==> config.mk <==
export PLATFORM = sky130hd
export DESIGN_NAME = trng_fifo_dwc
export DESIGN_NICKNAME = d
export VERILOG_FILES = /design/src/rtl/trng_fifo_pkg.sv /design/src/rtl/trng_fifo_ram.sv /design/src/rtl/trng_fifo_dwc.sv
export SDC_FILE = /design/constraint.sdc
export NUM_CORES = 1
export LEC_CHECK = 0
export ABC_AREA = 1
export CORE_MARGIN = 2
export CORE_UTILIZATION = 35
export DETAILED_ROUTE_END_ITERATION = 8
export PLACE_DENSITY = 0.47
export SLEW_MARGIN = 25
export SYNTH_ARGS = -nofsm -noshare
export SYNTH_HDL_FRONTEND = slang
export SYNTH_SLANG_ARGS = --single-unit
==> constraint.sdc <==
create_clock -name clk -period 8.9 [get_ports clk]
set_input_delay 1.78 -clock clk [delete_from_list [all_inputs] [get_ports clk]]
set_output_delay 1.78 -clock clk [all_outputs]
set_load 0.01 [all_outputs]
==> src/rtl/trng_fifo_pkg.sv <==
// Shared constants and elaboration helpers for the TRNG width-converting FIFO.
// TRNG_WORD_W / TRNG_BUS_W are also used by the sampler and the AXI readout.
package trng_fifo_pkg;

    localparam int TRNG_WORD_W = 64;
    localparam int TRNG_BUS_W  = 32;

    function automatic int clog2(input int v);
        int r;
        r = 0;
        for (int i = 0; i < 31; i++)
            if ((1 << i) < v) r = i + 1;
        return r;
    endfunction

    function automatic int ratio_of(input int in_w, input int out_w);
        return in_w / out_w;
    endfunction

    // Slice index width; kept at least one bit so RATIO=1 still has a legal vector.
    function automatic int slice_w(input int ratio);
        return (ratio > 1) ? clog2(ratio) : 1;
    endfunction

endpackage

==> src/rtl/trng_fifo_ram.sv <==
// Simple dual-port storage: one write port, one read port.
// SYNC_RD=1 gives a registered read (block RAM); SYNC_RD=0 a distributed async read.
module trng_fifo_ram
    import trng_fifo_pkg::*;
#(
    parameter int W       = TRNG_WORD_W,
    parameter int DEPTH   = 16,
    parameter bit SYNC_RD = 1'b1,
    localparam int AW     = clog2(DEPTH)
) (
    input  logic          clk,
    input  logic          rst,
    input  logic          we,
    input  logic [AW-1:0] waddr,
    input  logic [W-1:0]  wdata,
    input  logic          re,
    input  logic [AW-1:0] raddr,
    output logic [W-1:0]  rdata
);

    if (SYNC_RD) begin : g_sync
        (* ram_style = "block" *) logic [W-1:0] mem [DEPTH];

        always_ff @(posedge clk)
            if (we) mem[waddr] <= wdata;

        // Output register resets so the read port powers up at zero.
        always_ff @(posedge clk or posedge rst)
            if (rst)     rdata <= '0;
            else if (re) rdata <= mem[raddr];
    end else begin : g_async
        (* ram_style = "distributed" *) logic [W-1:0] mem [DEPTH];
        logic unused_rd;

        always_ff @(posedge clk)
            if (we) mem[waddr] <= wdata;

        assign rdata     = mem[raddr];
        assign unused_rd = re ^ rst;
    end

endmodule

==> src/rtl/trng_fifo_dwc.sv <==
// Width-converting FIFO: wide entropy words in, LSB-first narrow slices out.
// All status outputs are registered from the next-state word count and slice index.
module trng_fifo_dwc
    import trng_fifo_pkg::*;
#(
    parameter int IN_W      = TRNG_WORD_W,
    parameter int OUT_W     = TRNG_BUS_W,
    parameter int DEPTH     = 16,
    parameter int AF_THRESH = DEPTH - 2,
    parameter bit FWFT      = 1'b0,
    localparam int LW       = clog2(DEPTH * ratio_of(IN_W, OUT_W)) + 1
) (
    input  logic             clk,
    input  logic             rst,
    input  logic             wr_en,
    input  logic [IN_W-1:0]  din,
    input  logic             rd_en,
    input  logic             clr_flags,
    output logic [OUT_W-1:0] dout,
    output logic             full,
    output logic             almost_full,
    output logic             empty,
    output logic [LW-1:0]    level,
    output logic             overflow,
    output logic             underflow
);

    localparam int RATIO = ratio_of(IN_W, OUT_W);
    localparam int RB    = clog2(RATIO);
    localparam int SLW   = slice_w(RATIO);
    localparam int PW    = clog2(DEPTH);
    localparam int WCW   = PW + 1;

    logic [PW-1:0]  w_ptr, r_ptr;
    logic [SLW-1:0] sl, sl_n;
    logic [WCW-1:0] wcnt, wcnt_n;
    logic [LW-1:0]  level_n;
    logic           wa, ra, free;
    logic [RATIO-1:0][OUT_W-1:0] rword;

    // Accept decisions use pre-edge flags only: no pass-through at full or empty.
    assign wa   = wr_en && !full;
    assign ra   = rd_en && !empty;
    assign free = ra && (sl == SLW'(RATIO - 1));

    always_comb begin
        sl_n = sl;
        if (ra) sl_n = free ? '0 : sl + 1'b1;
        wcnt_n = wcnt;
        if (wa && !free)      wcnt_n = wcnt + 1'b1;
        else if (free && !wa) wcnt_n = wcnt - 1'b1;
        level_n = (LW'(wcnt_n) << RB) - LW'(sl_n);
    end

    always_ff @(posedge clk or posedge rst) begin
        if (rst) begin
            w_ptr       <= '0;
            r_ptr       <= '0;
            sl          <= '0;
            wcnt        <= '0;
            level       <= '0;
            empty       <= 1'b1;
            full        <= 1'b0;
            almost_full <= 1'b0;
            overflow    <= 1'b0;
            underflow   <= 1'b0;
        end else begin
            if (wa)   w_ptr <= w_ptr + 1'b1;
            if (free) r_ptr <= r_ptr + 1'b1;
            sl          <= sl_n;
            wcnt        <= wcnt_n;
            level       <= level_n;
            empty       <= (level_n == '0);
            full        <= (wcnt_n == WCW'(DEPTH));
            almost_full <= (wcnt_n >= WCW'(AF_THRESH));
            // A fresh error on the clear cycle keeps the flag set.
            overflow    <= (wr_en && full)  || (overflow  && !clr_flags);
            underflow   <= (rd_en && empty) || (underflow && !clr_flags);
        end
    end

    trng_fifo_ram #(.W(IN_W), .DEPTH(DEPTH), .SYNC_RD(!FWFT)) u_ram (
        .clk   (clk),
        .rst   (rst),
        .we    (wa),
        .waddr (w_ptr),
        .wdata (din),
        .re    (ra),
        .raddr (r_ptr),
        .rdata (rword)
    );

    if (FWFT) begin : g_fwft
        assign dout = empty ? '0 : rword[sl];
    end else begin : g_std
        // The RAM latches the whole word; remember which slice was popped with it.
        logic [SLW-1:0] sl_q;

        always_ff @(posedge clk or posedge rst)
            if (rst)     sl_q <= '0;
            else if (ra) sl_q <= sl;

        assign dout = rword[sl_q];
    end

endmodule

==> tab_implementation.tex, run 1 <==
\begin{tabular}{lr}
\hline
Metric & Value \\
\hline
\multicolumn{2}{l}{\textbf{Cells and area}} \\
Area Growth Syn to Fin & 15.2\% \\
\# fillers & 11,800 \\
Share of final-layout standard cells stronger than drive strength 1 & 0.0776 \\
Share of the core filled with cells in the final layout & 0.406 \\
Sequential cell area & 33,000 sq um \\
Final Net Count & 3,758 \\
Area occupied by multi-input gates & 10,100 sq um \\
\multicolumn{2}{l}{\textbf{Timing}} \\
Final Max Slew Viols & 0 \\
Final setup viols & 0 \\
RSZ-0062 raised after global routing & false \\
Setup\_tns & 0 ns \\
Tmin final & 4.37 ns \\
Hold Fails Final Rpt & 0 \\
Highest attainable clock frequency & 0.229 GHz \\
Max transition margin & 0.267 \\
Worst-margin pin slew & 1.10 ns \\
Max Clock Skew & 0.0194 ns \\
Portion of the clock cycle consumed by the worst path in the final layout & 0.491 \\
\multicolumn{2}{l}{\textbf{Yosys}} \\
Post-synthesis cell type count & 28 \\
Post-synth top area share & 0.695 \\
Post-synthesis net count & 3,698 \\
Most frequent cells after synthesis & nand2\_1, edfxtp\_1, nand3\_1 \\
Post-synth top flop & edfxtp\_1 \\
Number of enable-type register cells in the synthesized netlist & 1,024 \\
Post-synthesis sequential element count & 1,113 \\
Main area contributors after synthesis & edfxtp\_1, nand2\_1, dfrtp\_1, nand3\_1, o21ai\_0 \\
Netlist area before placement & 44,200 sq um \\
Cell type with the highest aggregate area in the netlist & edfxtp\_1 \\
Leading cell type by number of instances after synthesis & nand2\_1 \\
Warnings, synthesis & 0 \\
Share of flip-flops with an asynchronous set or reset & 0.0800 \\
Post-synthesis area per instance & 12.2 sq um \\
Register area share after synthesis & 0.745 \\
Synthesized instance count & 3,621 \\
\multicolumn{2}{l}{\textbf{Global route}} \\
Via count of the first global-routing pass & 27,000 \\
First-pass GRT wire length & 186 mm \\
Total congestion overflow after global routing & 0 \\
Global-route usage over all layers & 0.193 \\
Antenna violations before repair & 7 \\
Maximum number of pins on one net before global-route repair & 155 \\
\multicolumn{2}{l}{\textbf{CTS}} \\
H-tree lvl count & 3 \\
Maximum clock path buffer count & 3 \\
Clock-pin transition on the worst setup and hold timing paths & 0.06 ns \\
Clock tree from TritonCTS & yes \\
CTS Hold Buffers Added & 0 \\
Clock sinks & 1,113 \\
Insertion delay to the later sink of the worst-skew pair & 0.70 ns \\
Clock buffer count from CTS & 119 \\
Clock Tree Root & clkbuf\_16 \\
Post-CTS Setup Repair Bufs & 0 \\
Post\_cts resized & 0 \\
\multicolumn{2}{l}{\textbf{Floorplanning}} \\
Initial Utilization & 0.352 \\
Die height & 360 microns \\
Die outline area & 129,000 sq um \\
Number of placed I/O pins & 112 \\
Total core area & 126,000 sq um \\
Row count & 130 \\
Die width & 360 microns \\
\multicolumn{2}{l}{\textbf{Worst setup path}} \\
Peak fanout along the critical path & 33 \\
Data arrival, critical path & 2.59 ns \\
Critical Path Start Type & flop \\
Cell type of the slowest stage on the worst timing path & buf\_4 \\
Critical Path, Cell by Cell & buf\_4, mux2\_2, clkdlybuf4s50\_1 \\
Required @ worst endpoint & 7.12 ns \\
Largest stage delay on the critical path & 0.54 ns \\
Critical path class & reg -> out \\
Crit path capture type & output pin \\
\multicolumn{2}{l}{\textbf{Detailed routing}} \\
Detail Route Antenna Nets & 0 \\
Total Routed Length & 127 mm \\
Detailed-routing iteration count for the pre-antenna-repair pass & 5 \\
DRC violation count after routing & 0 \\
Violation count after the first detailed-routing iteration & 2,298 \\
Routed len/inst & 23.3 microns \\
Vias after detailed routing & 27,600 \\
Via density per instance & 5.07 \\
\multicolumn{2}{l}{\textbf{Power}} \\
Leakage power & 18.1 nW \\
Cell area power density & 337 nW/um\^{}2 \\
Peak supply drop & 270 uV \\
\multicolumn{2}{l}{\textbf{Worst hold path}} \\
Worst min-delay path class & reg -> reg \\
\multicolumn{2}{l}{\textbf{Run status}} \\
Run status & finished, final reports clean \\
\multicolumn{2}{l}{\textbf{Flow run}} \\
Max-cap viol count & 0 \\
\multicolumn{2}{l}{\textbf{Place}} \\
Number of buffers added on ports & 111 \\
Post-DP HPWL & 65.8 mm \\
Final weighted congestion in routability-driven placement & 0.758 \\
\hline
\end{tabular}
## cells in the final DEF (no fill, tap or decap), types with 2 or more instances in the layout
cell and instances:
edfxtp_1 1024, nand4_1 3, buf_4 40, o22ai_1 66, clkinv_2 29, nor2_1 236, ha_1 8, inv_6 6
dfrtp_1 83, bufinv_16 10, clkinvlp_4 3, clkbuf_8 9, inv_1 54, inv_4 2, nand3_1 415, nand2_1 1035
mux2_2 32, nor2_4 17, dfrtp_4 4, a21oi_1 162, xor2_1 7, nand2_2 2, o21ai_0 204, buf_12 7
a21boi_0 33, clkbuf_1 25, clkbuf_16 123, clkinv_1 25, buf_16 3, clkdlybuf4s50_1 111
## cells by family after synthesis
group,Yosys count,synth area share
mux,32,0.00814
simple gates,1712,0.157
fa+ha+maj,8,0.00226
compound gates,465,0.0563
xor+xnor,8,0.00158
buf+inv,283,0.0291
flops,1113,0.745
## metrics by stage
| step | hold slack (ns) | setup WS [ns] | power [mW] | area, sq um | std cells |
|---|---|---|---|---|---|
| floorplan | 0.444 | 3.60 | 10.2 | 44200 | 3621 |
| global placement | 0.464 | 3.64 | 12.4 | 46900 | 5204 |
| detailed placement | 0.463 | 3.72 | 12.4 | 47000 | 5206 |
| CTS | 0.481 | 4.46 | 17.4 | 50900 | 5434 |
| global route | 0.508 | 4.42 | 18.1 | 51000 | 5438 |
| finish | 0.479 | 4.53 | 17.2 | 51000 | 5439 |
## cell type report
cell class                      count  area share
Sequential cell                  1113       0.647
Multi-Input combinational cell   2225       0.199
Clock buffer                      157      0.0646
Tap cell                         1650      0.0405
Timing Repair Buffer              162      0.0323
Clock inverter                     71      0.0118
Inverter                           60     0.00510
Antenna cell                        1   0.0000491
## routing by layer
layer  vias to the layer above  share of wire  track usage
met4                         4          0.021       0.0467
li1                      12900              -            -
met1                     13900           0.47        0.276
met5                         -        0.00017            0
met2                       597           0.47        0.310
met3                       169          0.044       0.0274
## registers in the layout (all words and copies together) (netlist names)
name / flops
u_ram.g_sync.mem: 1024
u_ram.rdata: 64
level: 6
wcnt: 5
r_ptr: 4
w_ptr: 4
almost_full: 1
empty: 1
full: 1
g_std.sl_q: 1
overflow: 1
underflow: 1
## worst paths after layout
path | from | endpoint | slack (ns) | cells past startpoint
worst max-delay path | g_std.sl_q$_DFFE_PP0N_ | dout[12] | 4.53 | 3
worst min-delay path | u_ram.rdata[15]$_DFFE_PP0N_ | u_ram.rdata[15]$_DFFE_PP0N_ | 0.48 | 2
worst max register to register | r_ptr[0]$_DFFE_PP0P_ | u_ram.rdata[44]$_DFFE_PP0N_ | 4.61 | 9
worst min register to register | u_ram.rdata[15]$_DFFE_PP0N_ | u_ram.rdata[15]$_DFFE_PP0N_ | 0.48 | 2
max in group asynchronous | rst | r_ptr[2]$_DFFE_PP0P_ | 6.37 | 3
min in group asynchronous | rst | u_ram.rdata[50]$_DFFE_PP0N_ | 1.43 | 2
## critical path, delay by kind of cell (launching register included)
kind / cells / cell delay, ns
mux: 1 / 0.48
flops: 1 / 0.33
buf+inv: 2 / 1.04
## where the power goes
group | switching, mW | internal, mW
Sequential | 0.436 | 6.41
Clock | 2.06 | 2.88
Combinational | 3.80 | 1.58
Power figures use the tool's default switching activity.
==> run 2: changes to the inputs <==
--- a/config.mk
+++ b/config.mk
@@ -9,7 +9,7 @@
 export CORE_MARGIN = 2
 export CORE_UTILIZATION = 35
 export DETAILED_ROUTE_END_ITERATION = 8
-export PLACE_DENSITY = 0.47
+export PLACE_DENSITY = 0.49
 export SLEW_MARGIN = 25
 export SYNTH_ARGS = -nofsm -noshare
 export SYNTH_HDL_FRONTEND = slang
==> constraint.sdc (replaced) <==
create_clock -name clk -period 3.7 [get_ports clk]
set_input_delay 0.74 -clock clk [delete_from_list [all_inputs] [get_ports clk]]
set_output_delay 0.74 -clock clk [all_outputs]
set_load 0.01 [all_outputs]
==> run 2 against run 1 <==
Register-to-register slack got worse by 3.5 ns. Via count decreased by 0.30%. Clock-buffer cell count increased by 10. Die area unchanged. Combinational power increased by 150%. Sequential power increased by 140%.
==> tab_implementation.tex, run 2 (synthesized netlist as in run 1, its figures left out) <==
\begin{tabular}{lr}
\hline
Metric & Value \\
\hline
\multicolumn{2}{l}{\textbf{Cells and area}} \\
Area Growth Syn to Fin & 15.2\% \\
\# fillers & 11,800 \\
Share of final-layout standard cells stronger than drive strength 1 & 0.0751 \\
Top flop regs & u\_ram.g\_sync.mem x1024, u\_ram.rdata x64, level x6 \\
Share of the core filled with cells in the final layout & 0.406 \\
Commonest non-fill, non-tap cell in the layout & nand2\_1 \\
Flip-flop count of the largest register after layout & 1,024 \\
Leading cell types in the layout, fill and taps excluded & nand2\_1, edfxtp\_1, nand3\_1 \\
Top reg by flops & u\_ram.g\_sync.mem \\
Final Net Count & 3,772 \\
\multicolumn{2}{l}{\textbf{Detailed routing}} \\
Total Routed Length & 122 mm \\
Detail Route Antenna Nets & 0 \\
Via density per instance & 5.05 \\
DRC violation count after routing & 0 \\
Routed length on met2 & 56.4 mm \\
Violation count after the first detailed-routing iteration & 2,318 \\
Met3 routed wirelength & 5.84 mm \\
Vias after detailed routing & 27,500 \\
Detailed-routing iteration count for the pre-antenna-repair pass & 5 \\
Routed len/inst & 22.5 microns \\
Met1 routed wirelength after detailed routing & 57.9 mm \\
Highest metal used & met5 \\
\multicolumn{2}{l}{\textbf{Floorplanning}} \\
Die outline area & 129,000 sq um \\
Die width & 360 microns \\
Initial Utilization & 0.352 \\
Number of placed I/O pins & 112 \\
Die height & 360 microns \\
Total core area & 126,000 sq um \\
Row count & 130 \\
\multicolumn{2}{l}{\textbf{Global route}} \\
Maximum number of pins on one net before global-route repair & 139 \\
Global-route usage over all layers & 0.187 \\
Via count of the first global-routing pass & 27,100 \\
First-pass GRT wire length & 183 mm \\
Antenna violations before repair & 4 \\
Total congestion overflow after global routing & 0 \\
\multicolumn{2}{l}{\textbf{Timing}} \\
Max transition margin & 0.356 \\
Final Max Slew Viols & 0 \\
Highest attainable clock frequency & 0.291 GHz \\
Max Clock Skew & 0.0285 ns \\
Final worst slack & 0.260 ns \\
Portion of the clock cycle consumed by the worst path in the final layout & 0.930 \\
RSZ-0062 raised after global routing & false \\
Final setup viols & 0 \\
Hold Fails Final Rpt & 0 \\
Tmin final & 3.44 ns \\
Worst-margin pin slew & 0.967 ns \\
\multicolumn{2}{l}{\textbf{Place}} \\
Post-DP HPWL & 63.3 mm \\
Final weighted congestion in routability-driven placement & 0.752 \\
Number of buffers added on ports & 111 \\
Setup slack at placement & 0.662 ns \\
\multicolumn{2}{l}{\textbf{Power}} \\
Leakage power & 18.0 nW \\
Cell area power density & 795 nW/um\^{}2 \\
Peak supply drop & 673 uV \\
\multicolumn{2}{l}{\textbf{CTS}} \\
Post\_cts resized & 0 \\
H-tree lvl count & 3 \\
CTS Hold Buffers Added & 0 \\
Clock sinks & 1,113 \\
Clock tree from TritonCTS & yes \\
Clock-pin transition on the worst setup and hold timing paths & 0.06 ns \\
Clock Tree Root & clkbuf\_16 \\
Post-CTS Setup Repair Bufs & 0 \\
Maximum clock path buffer count & 3 \\
Clock buffer count from CTS & 116 \\
Insertion delay to the later sink of the worst-skew pair & 0.70 ns \\
\multicolumn{2}{l}{\textbf{Worst setup path}} \\
Critical path class & reg -> out \\
Combined buffer and inverter count along the critical path & 2 \\
Largest stage delay on the critical path & 0.69 ns \\
Cell type of the slowest stage on the worst timing path & dfrtp\_2 \\
Crit path capture type & output pin \\
Required @ worst endpoint & 2.96 ns \\
Peak fanout along the critical path & 17 \\
Data arrival, critical path & 2.70 ns \\
Largest delay share family, worst path & buffers and inverters \\
Critical Path Start Type & flop \\
Critical Path, Cell by Cell & buf\_4, mux2\_2, clkdlybuf4s50\_1 \\
\multicolumn{2}{l}{\textbf{Worst hold path}} \\
Worst min-delay path class & reg -> reg \\
\multicolumn{2}{l}{\textbf{Run status}} \\
Run status & finished, final reports clean \\
\multicolumn{2}{l}{\textbf{Flow run}} \\
Max-cap viol count & 0 \\
\hline
\end{tabular}
==> run 2: cell count changes in the layout (fill, tap and decap cells not counted), sizes merged <==
cell,change
buf,+17
clkbuf,+10
clkinvlp,-2
bufinv,-7
clkinv,-11
==> run 2: stage by stage <==
stage	instances	total power [mW]	TNS, ns	hold WS, ns	cell area (sq um)
global placement	5227	29.9	0	0.470	47400
floorplan	3621	24.5	-359.58	0.444	44300
detailed placement	5227	29.9	0	0.467	47400
global route	5445	42.9	0	0.507	51000
CTS	5445	41.0	0	0.475	51000
finish	5446	40.5	0	0.477	51000
==> run 2: cell type report <==
class / instances / area, sq um / area share
inverter: 60 / 260 / 0.00511
antenna: 1 / 2.50 / 0.0000491
multi-input combinational: 2225 / 10100 / 0.199
tap: 1650 / 2060 / 0.0405
clock buffer: 167 / 3220 / 0.0631
sequential: 1113 / 33000 / 0.647
timing repair buffer: 179 / 1980 / 0.0389
clock inverter: 51 / 332 / 0.00650
==> run 2: report_power, final <==
group          total (mW)  switching (mW)  internal, mW  leakage (nW)
Sequential           16.4           0.969          15.4          10.3
Combinational        13.2            9.19          3.98          6.01
Clock                11.0            4.78          6.21          1.73
==> run 2: worst paths after layout <==
| check | start | slack [ns] | cells past startpoint | to |
|---|---|---|---|---|
| setup / recovery | g_std.sl_q$_DFFE_PP0N_ | 0.26 | 3 | dout[14] |
| max in group asynchronous | rst | 2.38 | 3 | u_ram.rdata[27]$_DFFE_PP0N_ |
| hold reg to reg | u_ram.rdata[49]$_DFFE_PP0N_ | 0.48 | 2 | u_ram.rdata[49]$_DFFE_PP0N_ |
| hold / removal | u_ram.rdata[49]$_DFFE_PP0N_ | 0.48 | 2 | u_ram.rdata[49]$_DFFE_PP0N_ |
| setup reg to reg | r_ptr[1]$_DFFE_PP0P_ | 1.16 | 8 | u_ram.rdata[16]$_DFFE_PP0N_ |
| min in group asynchronous | rst | 0.50 | 2 | overflow$_DFF_PP0_ |
==> run 2: routing by layer <==
layer | up-vias | track usage
li1 | 12900 | -
met1 | 13800 | 0.271
met2 | 659 | 0.301
met3 | 159 | 0.0242
met4 | 2 | 0.0443
met5 | - | 0
==> run 2: tightest hold or removal path: cells and delay by family (launching register included) <==
| kind | cells | cell delay [ns] |
|---|---|---|
| DFF | 1 | 0.34 |
| and+or+nand+nor | 2 | 0.11 |
